File: config.mk
export PLATFORM = sky130hd
export DESIGN_NAME = cl_evt_propagator_tx
export DESIGN_NICKNAME = d
export VERILOG_FILES = /design/src/rtl/cl_evt_propagator_tx.sv
export SDC_FILE = /design/constraint.sdc
export NUM_CORES = 1
export LEC_CHECK = 0
export CORE_ASPECT_RATIO = 0.9
export CORE_MARGIN = 10
export CORE_UTILIZATION = 25
export CTS_BUF_LIST = sky130_fd_sc_hd__clkbuf_8
export CTS_CLUSTER_SIZE = 14
export DETAILED_ROUTE_END_ITERATION = 10
export RECOVER_POWER = 50
export SYNTH_ARGS = -nofsm -noshare
export SYNTH_HDL_FRONTEND = slang
export SYNTH_SLANG_ARGS = --single-unit
File: constraint.sdc
create_clock -name clk_i -period 5.7 [get_ports clk_i]
set_input_delay 1.14 -clock clk_i [delete_from_list [all_inputs] [get_ports clk_i]]
set_output_delay 1.14 -clock clk_i [all_outputs]
set_load 0.01 [all_outputs]
File: src/rtl/cl_evt_propagator_tx.sv
// Cluster-side event transmitter.
// Single-cycle event pulses are counted as pending events. Each pending
// event is delivered to the host-domain receiver with a 4-phase level
// handshake (valid_o / ack_i). The acknowledge is synchronized before use.
// After reset, launches wait until the synchronizer has been refilled from
// ack_i, so a receiver that is still mid-handshake can finish returning
// to zero.

module cl_evt_propagator_tx #(
    parameter int CNT_WIDTH   = 4,
    parameter int SYNC_STAGES = 2
) (
    input  logic                 clk_i,
    input  logic                 rst_ni,
    input  logic                 evt_i,
    output logic                 valid_o,
    input  logic                 ack_i,
    output logic [CNT_WIDTH-1:0] pending_o,
    output logic                 busy_o,
    output logic                 overflow_o,
    input  logic                 clr_overflow_i
);

    typedef enum logic [1:0] {
        IDLE    = 2'd0,
        REQ     = 2'd1,
        RELEASE = 2'd2
    } txState_e;

    localparam logic [CNT_WIDTH-1:0] PEND_MAX = '1;

    txState_e               r_state;
    txState_e               w_nextState;
    logic [SYNC_STAGES-1:0] r_ackSync;
    logic [SYNC_STAGES-1:0] r_primed;
    logic [CNT_WIDTH-1:0]   r_pending;
    logic                   r_valid;
    logic                   r_busy;
    logic                   r_overflow;
    logic                   w_ackSync;
    logic                   w_primed;
    logic                   w_launch;
    logic                   w_nextValid;
    logic                   w_nextBusy;
    logic                   w_setOverflow;

    assign w_ackSync = r_ackSync[SYNC_STAGES-1];
    assign w_primed  = r_primed[SYNC_STAGES-1];

    // Ack synchronizer, plus a chain of ones that marks when it holds real ack_i samples.
    always_ff @(posedge clk_i or negedge rst_ni) begin
        if (!rst_ni) begin
            r_ackSync <= '0;
            r_primed  <= '0;
        end else begin
            r_ackSync <= {r_ackSync[SYNC_STAGES-2:0], ack_i};
            r_primed  <= {r_primed[SYNC_STAGES-2:0], 1'b1};
        end
    end

    // Handshake state register; valid and busy are registered from the next state.
    always_ff @(posedge clk_i or negedge rst_ni) begin
        if (!rst_ni) begin
            r_state <= IDLE;
            r_valid <= 1'b0;
            r_busy  <= 1'b0;
        end else begin
            r_state <= w_nextState;
            r_valid <= w_nextValid;
            r_busy  <= w_nextBusy;
        end
    end

    // Next-state logic; leaving IDLE is the launch of one pending event.
    always_comb begin
        w_nextState = r_state;
        w_launch    = 1'b0;
        unique case (r_state)
            IDLE: begin
                if ((r_pending != '0) && !w_ackSync && w_primed) begin
                    w_nextState = REQ;
                    w_launch    = 1'b1;
                end
            end
            REQ: begin
                if (w_ackSync) begin
                    w_nextState = RELEASE;
                end
            end
            RELEASE: begin
                if (!w_ackSync) begin
                    w_nextState = IDLE;
                end
            end
            default: begin
                w_nextState = IDLE;
            end
        endcase
    end

    // Output decode of the next state, captured by the state register.
    always_comb begin
        w_nextValid   = (w_nextState == REQ);
        w_nextBusy    = (w_nextState != IDLE);
        w_setOverflow = evt_i && !w_launch && (r_pending == PEND_MAX);
    end

    // Pending counter: an event and a launch in the same cycle cancel out.
    always_ff @(posedge clk_i or negedge rst_ni) begin
        if (!rst_ni) begin
            r_pending <= '0;
        end else if (evt_i && !w_launch) begin
            if (r_pending != PEND_MAX) begin
                r_pending <= r_pending + 1'b1;
            end
        end else if (!evt_i && w_launch) begin
            r_pending <= r_pending - 1'b1;
        end
    end

    // Sticky overflow; a new drop takes priority over a clear in the same cycle.
    always_ff @(posedge clk_i or negedge rst_ni) begin
        if (!rst_ni) begin
            r_overflow <= 1'b0;
        end else if (w_setOverflow) begin
            r_overflow <= 1'b1;
        end else if (clr_overflow_i) begin
            r_overflow <= 1'b0;
        end
    end

    assign valid_o    = r_valid;
    assign busy_o     = r_busy;
    assign pending_o  = r_pending;
    assign overflow_o = r_overflow;

endmodule
# ---- Word-level counts from Yosys, hierarchy flattened
# Index checks and enable logic that the tools add are counted.
dict set report totals {
  reg_bits 13
  in_bits 5
  output_inout_bits 7
}
dict set report classes {
  addsub 2
  eq_ne 6
  muxes 11
  reduce_logical 14
}
# op count
set op_table {}
lappend op_table {{4-bit two-way mux} 3}
lappend op_table {{2-bit two-way mux} 3}
lappend op_table {{2-bit case mux with 3 select lines} 1}
lappend op_table {{2-bit nonzero test} 3}
lappend op_table {{1-bit logical AND} 5}
lappend op_table {{4-bit by 1-bit adder with 4-bit output, second input constant} 1}
lappend op_table {{2-bit by 1-bit equality test with 1-bit output, second input constant} 2}
lappend op_table {{4-bit equality test, second input constant} 1}
lappend op_table {{1-bit two-way mux} 4}
lappend op_table {{4-bit inequality test, second input constant} 1}
lappend op_table {{4-bit nonzero test} 1}
lappend op_table {{4-bit by 1-bit subtractor with 4-bit output, second input constant} 1}
lappend op_table {{1-bit zero test} 3}
lappend op_table {{2-bit equality test, second input constant} 1}
lappend op_table {{2-bit zero test} 1}
lappend op_table {{2-bit by 1-bit inequality test with 1-bit output, second input constant} 1}
lappend op_table {{2-bit AND reduction} 1}

# ---- Longest topological paths before layout
# Gate-level depths: netlist of the first run.
dict set report depth {
  word_depth 9
  mapped_depth 10
  depth_no_buf 8
}

# ---- Worst setup path after synthesis of the first run
# No wires, ideal clock.
dict set report synth_timing {
  path_type {register to register}
  start {register r_ackSync[1]}
  end {register r_pending[3], in the netlist pending_o[3]}
  setup_time_ns 0.079
  arrival_ns 2.422
  required_time_ns 5.621
  path_slack_ns 3.198
  stages_incl_launch_ff 11
  path_cell_list {dfrtp_1 or4b_1 buf_2 or2_0 buf_2 nand2_1 ha_1 a21o_1 a21oi_1 mux2i_1 xor2_1}
}
dict set report synth_between {
  elab_chain_cells 9
}
# element line
set synth_rtl {}
lappend synth_rtl {{start: declaration} 34} ;# logic [SYNC_STAGES-1:0] r_ackSync;
lappend synth_rtl {{start signal: assignment} 56} ;# r_ackSync <= {r_ackSync[SYNC_STAGES-2:0], ack_i};
lappend synth_rtl {{1-bit zero test *} n/a}
lappend synth_rtl {{1-bit logical AND * (2 in series)} 80} ;# if ((r_pending != '0) && !w_ackSync && w_primed) begin
lappend synth_rtl {{1-bit two-way mux *} 80}
lappend synth_rtl {{1-bit two-way mux *} 78} ;# unique case (r_state)
lappend synth_rtl {{1-bit zero test} 112} ;# end else if (evt_i && !w_launch) begin
lappend synth_rtl {{1-bit logical AND} 112}
lappend synth_rtl {{2-bit by 1-bit inequality test with 1-bit output (no source line) or 2-bit nonzero test (tied branches)} n/a}
lappend synth_rtl {{2-bit AND reduction (no source line)} n/a}
lappend synth_rtl {{end signal: assignment} 114} ;# r_pending <= r_pending + 1'b1;
lappend synth_rtl {{end signal: assignment} 117} ;# r_pending <= r_pending - 1'b1;
lappend synth_rtl {{end: declaration} 36} ;# logic [CNT_WIDTH-1:0] r_pending;
# Every way passes the cells marked *; elsewhere a longest branch is shown, timed or not.
# A chain may end at the register's enable or synchronous reset.

# ---- Worst setup path after layout of the first run
dict set report layout_timing {
  start {register r_pending[1], in the netlist pending_o[1]}
  end {register r_pending[1], in the netlist pending_o[1]}
}
dict set report layout_between {
  elab_chain_cells 9
}
# element line
set layout_rtl {}
lappend layout_rtl {{4-bit nonzero test} 80}
lappend layout_rtl {{1-bit logical AND (2 in series)} 80}
lappend layout_rtl {{1-bit two-way mux} 80}
lappend layout_rtl {{1-bit two-way mux} 78}
lappend layout_rtl {{1-bit zero test} 112}
lappend layout_rtl {{1-bit logical AND} 112}
lappend layout_rtl {{2-bit by 1-bit inequality test with 1-bit output (no source line) or 2-bit nonzero test (tied branches)} n/a}
lappend layout_rtl {{2-bit AND reduction (no source line)} n/a}
# Parallel ways exist; a longest one is shown, timed or not. The select of a mux whose other input is x is not followed.

==> results of run 1 <==
## worst reg2reg max path: stages (launching register included)
cell,delay (ns)
sky130_fd_sc_hd__dfrtp_1,0.46
sky130_fd_sc_hd__nor4_1,0.63
sky130_fd_sc_hd__or2_0,0.42
sky130_fd_sc_hd__nand2_1,0.20
sky130_fd_sc_hd__fa_1,0.52
sky130_fd_sc_hd__inv_1,0.05
sky130_fd_sc_hd__nand3_1,0.06
sky130_fd_sc_hd__o21ai_1,0.07
sky130_fd_sc_hd__a222oi_1,0.34
## layout make-up
type | count | area, um^2 | share of cell area
multi-input cells | 35 | 248 | 0.320
clock inverters | 1 | 3.75 | 0.00485
flip-flops and latches | 13 | 325 | 0.421
well taps | 27 | 33.8 | 0.0437
repair buffers | 11 | 110 | 0.142
clock buffers | 3 | 41.3 | 0.0534
inverters | 3 | 11.3 | 0.0146
## layer usage
| layer | vias to the layer above | GRT usage | share of wire |
|---|---|---|---|
| li1 | 214 | - | - |
| met1 | 181 | 0.0595 | 0.46 |
| met2 | 7 | 0.0793 | 0.46 |
| met3 | 2 | 0.0270 | 0.056 |
| met4 | 0 | 0.0362 | 0.025 |
| met5 | - | 0 | 0 |
## path summary, 6_finish.rpt
| path | slack (ns) | startpoint | end |
|---|---|---|---|
| max in group asynchronous | 3.97 | rst_ni | r_ackSync[0]$_DFF_PN0_ |
| worst max register to register | 2.85 | pending_o[1]$_DFFE_PN0P_ | pending_o[1]$_DFFE_PN0P_ |
| worst min register to register | 0.35 | r_ackSync[0]$_DFF_PN0_ | r_ackSync[1]$_DFF_PN0_ |
| worst max-delay path | 2.85 | pending_o[1]$_DFFE_PN0P_ | pending_o[1]$_DFFE_PN0P_ |
| worst min-delay path | 0.35 | r_ackSync[0]$_DFF_PN0_ | r_ackSync[1]$_DFF_PN0_ |
| min in group asynchronous | 1.34 | rst_ni | overflow_o$_DFFE_PN0P_ |
## stage by stage
step	hold slack [ns]	std cells	cell area [um^2]	power [mW]	utilization
floorplan	0.331	53	594	0.252	-
global placement	0.332	89	728	0.315	0.328
detailed placement	0.335	89	728	0.320	0.328
CTS	0.347	93	773	0.402	0.348
global route	0.357	93	773	0.430	0.348
finish	0.346	93	773	0.394	0.348
## cells in the mapped netlist (2+ instances only)
cell type                   n
sky130_fd_sc_hd__dfrtp_1   13
sky130_fd_sc_hd__o211ai_1   4
sky130_fd_sc_hd__o21ai_0    4
sky130_fd_sc_hd__a21oi_1    3
sky130_fd_sc_hd__inv_1      3
sky130_fd_sc_hd__buf_2      2
sky130_fd_sc_hd__ha_1       2
sky130_fd_sc_hd__nand2_1    2
sky130_fd_sc_hd__nand2b_1   2
sky130_fd_sc_hd__xor2_1     2
## flip-flops by register name, summed over array words and instances, names as in the netlist
name	count
pending_o	4
r_ackSync	2
r_primed	2
r_state	2
busy_o	1
overflow_o	1
valid_o	1
## power by group
part | leakage [nW] | switching (mW) | internal (mW)
Clock | 0.0269 | 0.0306 | 0.0474
Sequential | 0.160 | 0.0300 | 0.120
Combinational | 0.150 | 0.0756 | 0.0904
## cell families after synthesis
family,Yosys count,share of synthesized area
fa+ha+maj,3,0.0758
buf+inv,5,0.0358
other cells,1,0.00631
xor+xnor,3,0.0442
flops,13,0.547
compound gates,15,0.158
mux,1,0.0168
simple gates,12,0.116
==> impl_metrics.sql, run 1 <==
INSERT INTO impl_metrics (metric_group, metric, value, unit) VALUES
('power', 'p_per_area', '510', 'nW/um^2'),
('clock_tree', 'cts_inserted_buffers', '3', ''),
('logic_synthesis', 'synthCells', '53', ''),
('floorplanning', 'floorplan.initialDensity', '0.267', ''),
('clock_tree', 'tritoncts', 'done', ''),
('logic_synthesis', 'synthFlopType', 'sky130_fd_sc_hd__dfrtp_1', ''),
('logic_synthesis', 'synth.distinct_cells', '26', ''),
('logic_synthesis', 'synth_area_per_cell', '11.2', 'um^2'),
('detailed_routing', 'viasPerCell', '4.34', ''),
('detailed_routing', 'route.antenna.remaining_nets', '0', ''),
('logic_synthesis', 'postSynthRegisterBits', '13', ''),
('clock_tree', 'htree_num_levels', '1', ''),
('logic_synthesis', 'synth.cell_area', '594', 'um^2'),
('floorplanning', 'floorplan.die.height', '66.3', 'um'),
('timing', 'finalCritPeriodShare', '0.500', ''),
('logic_synthesis', 'synth_area_leaders', 'sky130_fd_sc_hd__dfrtp_1 (55%), sky130_fd_sc_hd__o211ai_1 (5.1%), sky130_fd_sc_hd__ha_1 (4.2%)', ''),
('critical_path', 'worst-endpoint-required', '5.83', 'ns'),
('timing', 'setup_tns', '0', 'ns'),
('placement', 'hpwlAfterDp', '811', 'um'),
('critical_path', 'timing.critical_path.buf_inv', '1', ''),
('critical_path', 'worst-setup-path-type', 'register to register', ''),
('floorplanning', 'floorplan.core_area', '2220', 'um^2'),
('power', 'ir_worst_vdd', '0.000214', 'V'),
('layout', 'layout.cells.most_common_list', 'sky130_fd_sc_hd__dfrtp_1 (13), sky130_fd_sc_hd__clkdlybuf4s50_1 (9), sky130_fd_sc_hd__inv_1 (4), sky130_fd_sc_hd__o21ai_0 (4), sky130_fd_sc_hd__o211ai_1 (4)', ''),
('logic_synthesis', 'area_share_of_the_leading_cell_type_in_the_synthesized_netlist', '0.547', ''),
('timing', 'max_clock_freq', '351', 'MHz'),
('timing', 'final.min_clock_period', '2.85', 'ns'),
('placement', 'globalplace.congestion', '0.714', ''),
('layout', 'layout.cells.most_common', 'sky130_fd_sc_hd__dfrtp_1', ''),
('floorplanning', 'dieArea', '4730', 'um^2'),
('worst_hold_path', 'hold_path.class', 'register to register', ''),
('critical_path', 'worstPathMaxFanout', '8', ''),
('global_route', 'gr-total-overflow', '0', ''),
('clock_tree', 'post_cts_hold_buffer_count', '0', ''),
('critical_path', 'endpoint_kind', 'register', ''),
('detailed_routing', 'detailedRoute.firstIterationViolations', '12', ''),
('clock_tree', 'cts.sink_count', '13', ''),
('critical_path', 'slowest_stage', 'sky130_fd_sc_hd__nor4_1', ''),
('critical_path', 'count_of_cell_instances_traversed_by_the_critical_path', '8', ''),
('timing', 'timing.final.max_slew_violations', '0', ''),
('clock_tree', 'clk_root_buffer_cell', 'sky130_fd_sc_hd__clkbuf_8', ''),
('logic_synthesis', 'mappedNetlistNets', '61', ''),
('clock_tree', 'clk_pin_slew', '0.05', 'ns'),
('logic_synthesis', 'synth-edff-count', '0', ''),
('critical_path', 'critical-path-max-stage-delay', '0.63', 'ns'),
('floorplanning', 'fp.dieW', '71.4', 'um'),
('detailed_routing', 'wl_per_cell', '11.5', 'um'),
('logic_synthesis', 'synth_top_cell_by_area', 'sky130_fd_sc_hd__dfrtp_1', ''),
('logic_synthesis', 'synth-seq-area-share', '0.547', ''),
('global_route', 'largest_net_degree_at_the_start_of_global_routing', '14', ''),
('clock_tree', 'cts-resized-gates', '0', ''),
('layout', 'finalNetCount', '75', ''),
('global_route', 'grt_first_pass_wirelength', '1970', 'um'),
('logic_synthesis', 'share_of_flip_flops_with_an_asynchronous_set_or_reset', '1.00', ''),
('critical_path', 'timing.critical_path.from_type', 'register', ''),
('timing', 'timing.final.setup_violations', '0', ''),
('flow_run', 'drv_cap', '0', ''),
('status', 'outcome', 'complete, no violations', ''),
('critical_path', 'critical_path.top_delay_family', 'simple AND/OR/NAND/NOR gates', ''),
('timing', 'fin_skew', '0.00397', 'ns'),
('global_route', 'grt.total_usage', '0.0538', ''),
('layout', 'post_route_cells_drive_above_1_share', '0.0455', ''),
('timing', 'timing.max_slew.rel_slack', '0.563', ''),
('global_route', 'antenna_violations_before_repair', '0', ''),
('detailed_routing', 'finalWirelength', '1070', 'um'),
('placement', 'port_buffers', '11', ''),
('timing', 'worst_slew_pin_slew', '0.650', 'ns'),
('detailed_routing', 'vias', '404', ''),
('global_route', 'grt_pass1_vias', '426', ''),
('floorplanning', 'std_cell_rows', '16', ''),
('placement', 'pre_cts_slack', '2.64', 'ns');
Power figures use the tool's default switching activity.
==> run 2, diff against run 1 <==
clock period = 2.5 ns   (was 5.7 ns; I/O delays follow)
==> run 2 against run 1 <==
Against the previous run: power rose by 140%; worst setup slack got worse by 2.7 ns; clock skew rose by 0.0026 ns; register-to-register slack got worse by 2.7 ns; fmax rose by 22%; sequential power rose by 110%; final cell count rose by 6.5%; critical path depth did not move; combinational power rose to 2.7 times the previous value; largest cell class unchanged.
==> impl_metrics.sql, run 2 (synthesis results as in run 1) <==
INSERT INTO impl_metrics (metric_group, metric, value, unit) VALUES
('layout', 'non_filler_instance_count_after_layout', '99', ''),
('global_route', 'gr-total-overflow', '0', ''),
('floorplanning', 'fp.dieW', '71.4', 'um'),
('placement', 'place.detailed.instances', '95', ''),
('layout', 'layout.cells.most_common_list', 'sky130_fd_sc_hd__dfrtp_1 (13), sky130_fd_sc_hd__clkdlybuf4s50_1 (9), sky130_fd_sc_hd__buf_4 (6)', ''),
('critical_path', 'worst-r2r-cell-count', '8', ''),
('detailed_routing', 'wl_per_cell', '12.0', 'um'),
('detailed_routing', 'drtPass1Iterations', '4', ''),
('layout', 'post_route_cells_drive_above_1_share', '0.139', ''),
('detailed_routing', 'drc_viols', '0', ''),
('critical_path', 'timing.reg2reg.setup_slack', '0.16', 'ns'),
('power', 'ir_worst_vdd', '0.000493', 'V'),
('layout', 'finalInstanceArea', '821', 'um^2'),
('layout', 'finalCoreUtilization', '0.369', ''),
('floorplanning', 'dieArea', '4730', 'um^2'),
('global_route', 'grt_use_met3', '0.0315', ''),
('global_route', 'grt.total_usage', '0.0535', ''),
('detailed_routing', 'viasPerCell', '4.49', ''),
('clock_tree', 'cts_inserted_buffers', '3', ''),
('detailed_routing', 'detailedRoute.firstIterationViolations', '11', ''),
('timing', 'max_clock_freq', '427', 'MHz'),
('flow_run', 'drv_cap', '0', ''),
('clock_tree', 'htree_num_levels', '1', ''),
('layout', 'layout.cells.most_common', 'sky130_fd_sc_hd__dfrtp_1', ''),
('clock_tree', 'clk-insertion-delay-late', '0.24', 'ns'),
('layout', 'layout.filler_cells', '222', ''),
('timing', 'worst_slew_pin_slew', '0.592', 'ns'),
('global_route', 'highest_utilization_routing_layer_at_the_global_route_stage', 'met2', ''),
('power', 'pwr-share-seq', '0.335', ''),
('clock_tree', 'cts.sink_count', '13', ''),
('global_route', 'global_route.usage.met2', '0.0848', ''),
('placement', 'hpwlAfterDp', '908', 'um'),
('floorplanning', 'floorplan.die.height', '66.3', 'um'),
('critical_path', 'worst_r2r_end', 'pending_o[3]$_DFFE_PN0P_', ''),
('placement', 'pre_cts_slack', '0.136', 'ns'),
('global_route', 'use_met1', '0.0594', ''),
('layout', 'layout.area.seq', '325', 'um^2'),
('timing', 'holdWs', '0.344', 'ns'),
('timing', 'final.min_clock_period', '2.34', 'ns'),
('clock_tree', 'tritoncts', 'done', ''),
('power', 'p_per_area', '1160', 'nW/um^2'),
('clock_tree', 'clk_pin_slew', '0.05', 'ns'),
('global_route', 'largest_net_degree_at_the_start_of_global_routing', '14', ''),
('critical_path', 'worst-endpoint-required', '2.66', 'ns'),
('power', 'power.share.combinational', '0.476', ''),
('floorplanning', 'io_pins', '12', ''),
('detailed_routing', 'route.antenna.remaining_nets', '0', ''),
('timing', 'timing.final.max_slew_violations', '0', ''),
('clock_tree', 'clk_root_buffer_cell', 'sky130_fd_sc_hd__clkbuf_8', ''),
('timing', 'finalCritPeriodShare', '0.937', ''),
('power', 'power.net_switching', '0.328', 'mW'),
('placement', 'port_buffers', '11', ''),
('worst_hold_path', 'timing.hold.worst_path_depth', '0', ''),
('critical_path', 'endpoint_kind', 'register', ''),
('critical_path', 'crit-reg2reg-launch', 'r_ackSync[1]$_DFF_PN0_', ''),
('clock_tree', 'cts_max_path_buffers', '2', ''),
('detailed_routing', 'vias', '445', ''),
('power', 'fin_total_pwr', '0.952', 'mW'),
('layout', 'area_of_combinational_cells_with_multiple_inputs', '250', 'um^2'),
('placement', 'globalplace.congestion', '0.811', ''),
('timing', 'final-hold-violation-count', '0', ''),
('timing', 'setup_tns', '0', 'ns'),
('status', 'outcome', 'complete, no violations', ''),
('timing', 'setup_ws', '0.157', 'ns'),
('floorplanning', 'floorplan.initialDensity', '0.267', ''),
('critical_path', 'timing.critical_path.from_type', 'register', ''),
('worst_hold_path', 'hold_path.class', 'register to register', ''),
('global_route', 'grt_pass1_vias', '463', ''),
('floorplanning', 'floorplan.core_area', '2220', 'um^2'),
('timing', 'grt_setup_unrepaired', 'false', ''),
('layout', 'syn2layout_area_growth', '38.1', '%'),
('detailed_routing', 'finalWirelength', '1190', 'um'),
('layout', 'largest_register_ff_count', '4', ''),
('global_route', 'antenna_violations_before_repair', '0', ''),
('floorplanning', 'std_cell_rows', '16', ''),
('power', 'power.internal', '0.623', 'mW'),
('timing', 'timing.final.setup_violations', '0', ''),
('worst_hold_path', 'hold_path_end', 'r_ackSync[1]$_DFF_PN0_', ''),
('power', 'share_clk_of_total_power', '0.190', ''),
('critical_path', 'worstPathMaxFanout', '4', ''),
('global_route', 'grt_first_pass_wirelength', '2070', 'um'),
('placement', 'post_dp_cell_area', '776', 'um^2'),
('critical_path', 'worst-setup-path-type', 'register to register', ''),
('power', 'leakage_power', '0.365', 'nW'),
('layout', 'antenna_cells_inserted', '0', ''),
('critical_path', 'arrival', '2.50', 'ns'),
('layout', 'finalNetCount', '81', ''),
('worst_hold_path', 'min-delay-start', 'r_ackSync[0]$_DFF_PN0_', ''),
('timing', 'fin_skew', '0.00654', 'ns'),
('power', 'switching_share', '0.345', ''),
('timing', 'timing.max_slew.rel_slack', '0.604', ''),
('clock_tree', 'cts_setup_buffers', '0', '');
==> run 2: changes by cell type in the layout (fill, tap and decap cells not counted), sizes merged <==
cell  delta
buf      +6
==> run 2: power by group through the flow <==
stage | registers, mW | clock network (mW) | logic (mW)
after floorplan | 0.360 | 0 | 0.216
after global placement | 0.320 | 0 | 0.446
after detailed placement | 0.321 | 0 | 0.461
after CTS | 0.318 | 0.185 | 0.465
after global routing | 0.326 | 0.197 | 0.506
final | 0.319 | 0.180 | 0.453
==> run 2: area by class of cell <==
cell class              instances  share of cell area
flip-flops and latches         13               0.396
well taps                      27              0.0412
inverters                       3              0.0137
multi-input cells              35               0.305
repair buffers                 17               0.189
clock inverters                 1             0.00457
clock buffers                   3              0.0503
==> run 2: what timing repair did <==
| item | in CTS | in global routing |
|---|---|---|
| setup endpoints to repair | 0 | 1 |
| hold buffers | 0 | 0 |
| resized for setup | 0 | 1 |
==> run 2: critical path: stages, from the launching register on <==
cell and delay [ns]:
sky130_fd_sc_hd__dfrtp_1 0.40, sky130_fd_sc_hd__or4b_1 0.54, sky130_fd_sc_hd__or2_1 0.27, sky130_fd_sc_hd__nand2_2 0.12, sky130_fd_sc_hd__ha_1 0.23, sky130_fd_sc_hd__a21o_1 0.17
sky130_fd_sc_hd__a21oi_1 0.16, sky130_fd_sc_hd__mux2i_1 0.23, sky130_fd_sc_hd__xor2_1 0.15
==> run 2: worst max-delay path by stage <==
stage / slack [ns] / startpoint / endpoint / cells past startpoint
after floorplan: 0.04 / r_ackSync[1]$_DFF_PN0_ / pending_o[3]$_DFFE_PN0P_ / 10
after global placement: 0.13 / r_ackSync[1]$_DFF_PN0_ / pending_o[3]$_DFFE_PN0P_ / 8
after detailed placement: 0.14 / r_ackSync[1]$_DFF_PN0_ / pending_o[3]$_DFFE_PN0P_ / 8
after CTS: 0.13 / r_ackSync[1]$_DFF_PN0_ / pending_o[3]$_DFFE_PN0P_ / 8
after global routing: 0.005 / r_ackSync[1]$_DFF_PN0_ / pending_o[3]$_DFFE_PN0P_ / 8
final: 0.16 / r_ackSync[1]$_DFF_PN0_ / pending_o[3]$_DFFE_PN0P_ / 8
==> run 2: layer usage <==
layer	vias up	wire, um
li1	227	-
met1	209	533
met2	9	581
met3	0	70
met4	0	0
met5	-	0
==> run 3, diff against run 2 <==
ABC_AREA = 1   (was default)
CAP_MARGIN = 20   (was default)
==> run 3 against run 2 <==
Against the previous run: final cell count rose by 3.0%; largest power group is now registers; worst setup slack improved by 0.34 ns; critical path depth rose by 5; highest routed layer is now met4; first-iteration DRC count rose by 130%; clock power fell by 3%; fmax rose by 17%.
==> impl_metrics.sql, run 3 <==
INSERT INTO impl_metrics (metric_group, metric, value, unit) VALUES
('status', 'outcome', 'complete, no violations', ''),
('clock_tree', 'clk_root_buffer_cell', 'sky130_fd_sc_hd__clkbuf_8', ''),
('power', 'power.net_switching', '0.297', 'mW'),
('power', 'switching_share', '0.350', ''),
('timing', 'setup_tns', '0', 'ns'),
('global_route', 'largest_net_degree_at_the_start_of_global_routing', '14', ''),
('power', 'power.internal', '0.551', 'mW'),
('critical_path', 'worstPathMaxFanout', '6', ''),
('power', 'p_per_area', '1100', 'nW/um^2'),
('layout', 'finalNetCount', '84', ''),
('timing', 'final.min_clock_period', '2.00', 'ns'),
('global_route', 'grt_pass1_vias', '453', ''),
('logic_synthesis', 'postSynthRegisterBits', '13', ''),
('logic_synthesis', 'synth-seq-area-share', '0.554', ''),
('logic_synthesis', 'synth-edff-count', '0', ''),
('logic_synthesis', 'synth-warning-count', '0', ''),
('timing', 'final-hold-violation-count', '0', ''),
('layout', 'finalCoreUtilization', '0.351', ''),
('clock_tree', 'cts.sink_count', '13', ''),
('detailed_routing', 'vias', '425', ''),
('floorplanning', 'floorplan.initialDensity', '0.266', ''),
('layout', 'layout.cells.most_common_list', 'sky130_fd_sc_hd__dfrtp_1 (13), sky130_fd_sc_hd__nand2_1 (12), sky130_fd_sc_hd__clkdlybuf4s50_1 (9)', ''),
('floorplanning', 'std_cell_rows', '16', ''),
('critical_path', 'worst-endpoint-required', '2.63', 'ns'),
('layout', 'post_route_cells_drive_above_1_share', '0.107', ''),
('power', 'ir_worst_vdd', '0.000430', 'V'),
('floorplanning', 'dieArea', '4690', 'um^2'),
('clock_tree', 'clk_pin_slew', '0.05', 'ns'),
('logic_synthesis', 'synthCells', '60', ''),
('worst_hold_path', 'timing.hold.worst_path_depth', '0', ''),
('detailed_routing', 'wl_per_cell', '10.3', 'um'),
('power', 'leakage_power', '0.370', 'nW'),
('detailed_routing', 'route.antenna.remaining_nets', '0', ''),
('layout', 'antenna_cells_inserted', '0', ''),
('floorplanning', 'floorplan.die.height', '66.0', 'um'),
('placement', 'port_buffers', '11', ''),
('critical_path', 'critical-path-max-stage-delay', '0.45', 'ns'),
('critical_path', 'arrival', '2.13', 'ns'),
('layout', 'syn2layout_area_growth', '31.8', '%'),
('clock_tree', 'clk-insertion-delay-late', '0.24', 'ns'),
('detailed_routing', 'detailedRoute.firstIterationViolations', '25', ''),
('power', 'power.share.combinational', '0.397', ''),
('global_route', 'antenna_violations_before_repair', '0', ''),
('critical_path', 'worst-r2r-cell-count', '13', ''),
('critical_path', 'worst-setup-path-type', 'register to register', ''),
('critical_path', 'path_cells', 'nor2_1 > nand2_1 > nand2_1 > nand2_2 > ha_1 > nand2_1 > inv_1 > a21oi_1 > inv_1 > nand2_1 > nand3_1 > nand2_1 > nand2_1', ''),
('logic_synthesis', 'synth_area_per_cell', '9.78', 'um^2'),
('floorplanning', 'floorplan.core_area', '2200', 'um^2'),
('timing', 'timing.final.max_slew_violations', '0', ''),
('layout', 'largest_register_ff_count', '4', ''),
('detailed_routing', 'drc_viols', '0', ''),
('logic_synthesis', 'share_of_flip_flops_with_an_asynchronous_set_or_reset', '1.00', ''),
('timing', 'max_clock_freq', '500', 'MHz'),
('placement', 'hpwlAfterDp', '856', 'um'),
('timing', 'worst_slew_pin_slew', '0.574', 'ns'),
('global_route', 'gr-total-overflow', '0', ''),
('logic_synthesis', 'synthFlopType', 'sky130_fd_sc_hd__dfrtp_1', ''),
('clock_tree', 'cts_inserted_buffers', '3', ''),
('logic_synthesis', 'ys_top_cells_by_count', 'sky130_fd_sc_hd__dfrtp_1 (13), sky130_fd_sc_hd__nand2_1 (11), sky130_fd_sc_hd__inv_1 (7)', ''),
('clock_tree', 'cts_setup_buffers', '0', ''),
('detailed_routing', 'drtPass1Iterations', '4', ''),
('clock_tree', 'post_cts_hold_buffer_count', '0', ''),
('logic_synthesis', 'area_share_of_the_leading_cell_type_in_the_synthesized_netlist', '0.554', ''),
('clock_tree', 'cts_max_path_buffers', '2', ''),
('worst_hold_path', 'hold_path.class', 'register to register', ''),
('logic_synthesis', 'post-synth-top-count-cell', 'sky130_fd_sc_hd__dfrtp_1', ''),
('power', 'pwr-share-seq', '0.396', ''),
('timing', 'timing.final.setup_violations', '0', ''),
('logic_synthesis', 'synth.distinct_cells', '20', ''),
('global_route', 'grt.total_usage', '0.0518', ''),
('layout', 'layout.cells.most_common', 'sky130_fd_sc_hd__dfrtp_1', ''),
('logic_synthesis', 'synth_area_leaders', 'sky130_fd_sc_hd__dfrtp_1 (55%), sky130_fd_sc_hd__nand2_1 (7.0%), sky130_fd_sc_hd__inv_1 (4.5%)', ''),
('detailed_routing', 'finalWirelength', '1050', 'um'),
('critical_path', 'slowest_stage', 'sky130_fd_sc_hd__dfrtp_1', ''),
('logic_synthesis', 'synth.cell_area', '587', 'um^2'),
('global_route', 'grt_first_pass_wirelength', '1950', 'um'),
('critical_path', 'critPathMostFrequentCell', 'sky130_fd_sc_hd__nand2_1', ''),
('timing', 'grt_setup_unrepaired', 'false', ''),
('timing', 'timing.max_slew.rel_slack', '0.616', ''),
('layout', 'layout.filler_cells', '229', ''),
('detailed_routing', 'viasPerCell', '4.17', ''),
('logic_synthesis', 'mappedNetlistNets', '68', ''),
('floorplanning', 'fp.dieW', '71.1', 'um'),
('placement', 'globalplace.congestion', '0.770', ''),
('clock_tree', 'htree_num_levels', '1', ''),
('timing', 'finalCritPeriodShare', '0.800', ''),
('flow_run', 'drv_cap', '0', ''),
('timing', 'fin_skew', '0.00386', 'ns'),
('critical_path', 'timing.critical_path.from_type', 'register', ''),
('floorplanning', 'io_pins', '12', ''),
('critical_path', 'endpoint_kind', 'register', ''),
('clock_tree', 'cts-resized-gates', '0', ''),
('clock_tree', 'tritoncts', 'done', ''),
('logic_synthesis', 'synth_top_cell_by_area', 'sky130_fd_sc_hd__dfrtp_1', ''),
('power', 'share_clk_of_total_power', '0.207', '');
-- run 3: cell types whose count changed after synthesis, moves of 2 or more --
| cell | delta |
|---|---|
| sky130_fd_sc_hd__nand2b_1 | -2 |
| sky130_fd_sc_hd__inv_1 | +4 |
| sky130_fd_sc_hd__o211ai_1 | -4 |
| sky130_fd_sc_hd__nand3_1 | +2 |
| sky130_fd_sc_hd__buf_2 | -2 |
| sky130_fd_sc_hd__nor2_1 | +2 |
| sky130_fd_sc_hd__nand2_1 | +9 |
| sky130_fd_sc_hd__nand2_2 | +3 |
-- run 3: area by class of cell --
class | instances | area (um^2) | area share
flip-flops and latches | 13 | 325 | 0.421
inverters | 8 | 30.0 | 0.0388
clock buffers | 3 | 41.3 | 0.0534
repair buffers | 11 | 110 | 0.142
clock inverters | 1 | 3.75 | 0.00485
multi-input cells | 39 | 229 | 0.296
well taps | 27 | 33.8 | 0.0437
-- run 3: through the flow --
stage          hold WS, ns  area, um^2  setup slack (ns)  cells  power, mW
3_3_place_gp         0.332         731             0.316     98      0.677
4_1_cts              0.348         776             0.526    102      0.864
2_1_floorplan        0.204         587             0.706     60      0.533
3_5_place_dp         0.337         731             0.286     98      0.683
5_1_grt              0.368         773             0.291    102      0.939
6_report             0.345         773             0.501    102      0.847
-- run 3: kinds of logic after synthesis --
kind of cell,count (synthesis),synth area share
compound gates,7,0.0618
xor+xnor,2,0.0299
fa+ha+maj,3,0.0768
buf+inv,8,0.0512
flops,13,0.554
other cells,1,0.00639
simple gates,26,0.220
-- run 3: power by group through the flow --
stage / registers, mW / clock network [mW] / logic, mW
3_3_place_gp: 0.338 / 0 / 0.339
6_report: 0.336 / 0.175 / 0.336
2_1_floorplan: 0.351 / 0 / 0.182
4_1_cts: 0.336 / 0.183 / 0.345
5_1_grt: 0.352 / 0.198 / 0.390
3_5_place_dp: 0.340 / 0 / 0.343
-- run 3: routing by layer --
layer	GRT usage	vias to the layer above	share of wire	wire length [um]
met4	0.0290	0	0.0095	10
met1	0.0546	192	0.41	432
met3	0.0255	2	0.074	78
met5	0	-	0	0
met2	0.0833	10	0.50	527
li1	-	221	-	-
-- run 3: path summary, 6_finish.rpt --
path	startpoint	to	slack [ns]
hold reg to reg	r_ackSync[0]$_DFF_PN0_	r_ackSync[1]$_DFF_PN0_	0.35
setup reg to reg	pending_o[1]$_DFFE_PN0P_	pending_o[3]$_DFFE_PN0P_	0.50
hold / removal	r_ackSync[0]$_DFF_PN0_	r_ackSync[1]$_DFF_PN0_	0.35
max in group asynchronous	rst_ni	pending_o[2]$_DFFE_PN0P_	1.42
min in group asynchronous	rst_ni	pending_o[1]$_DFFE_PN0P_	0.70
setup / recovery	pending_o[1]$_DFFE_PN0P_	pending_o[3]$_DFFE_PN0P_	0.50
-- run 3: critical path: cells and delay by family (launching register included) --
kind                     cells  cell delay (ns)
buffers and inverters        2             0.10
adder cells (fa/ha/maj)      1             0.33
AO/OA/AOI/OAI                1             0.17
AND/OR/NAND/NOR              9             0.83
flip-flops                   1             0.45
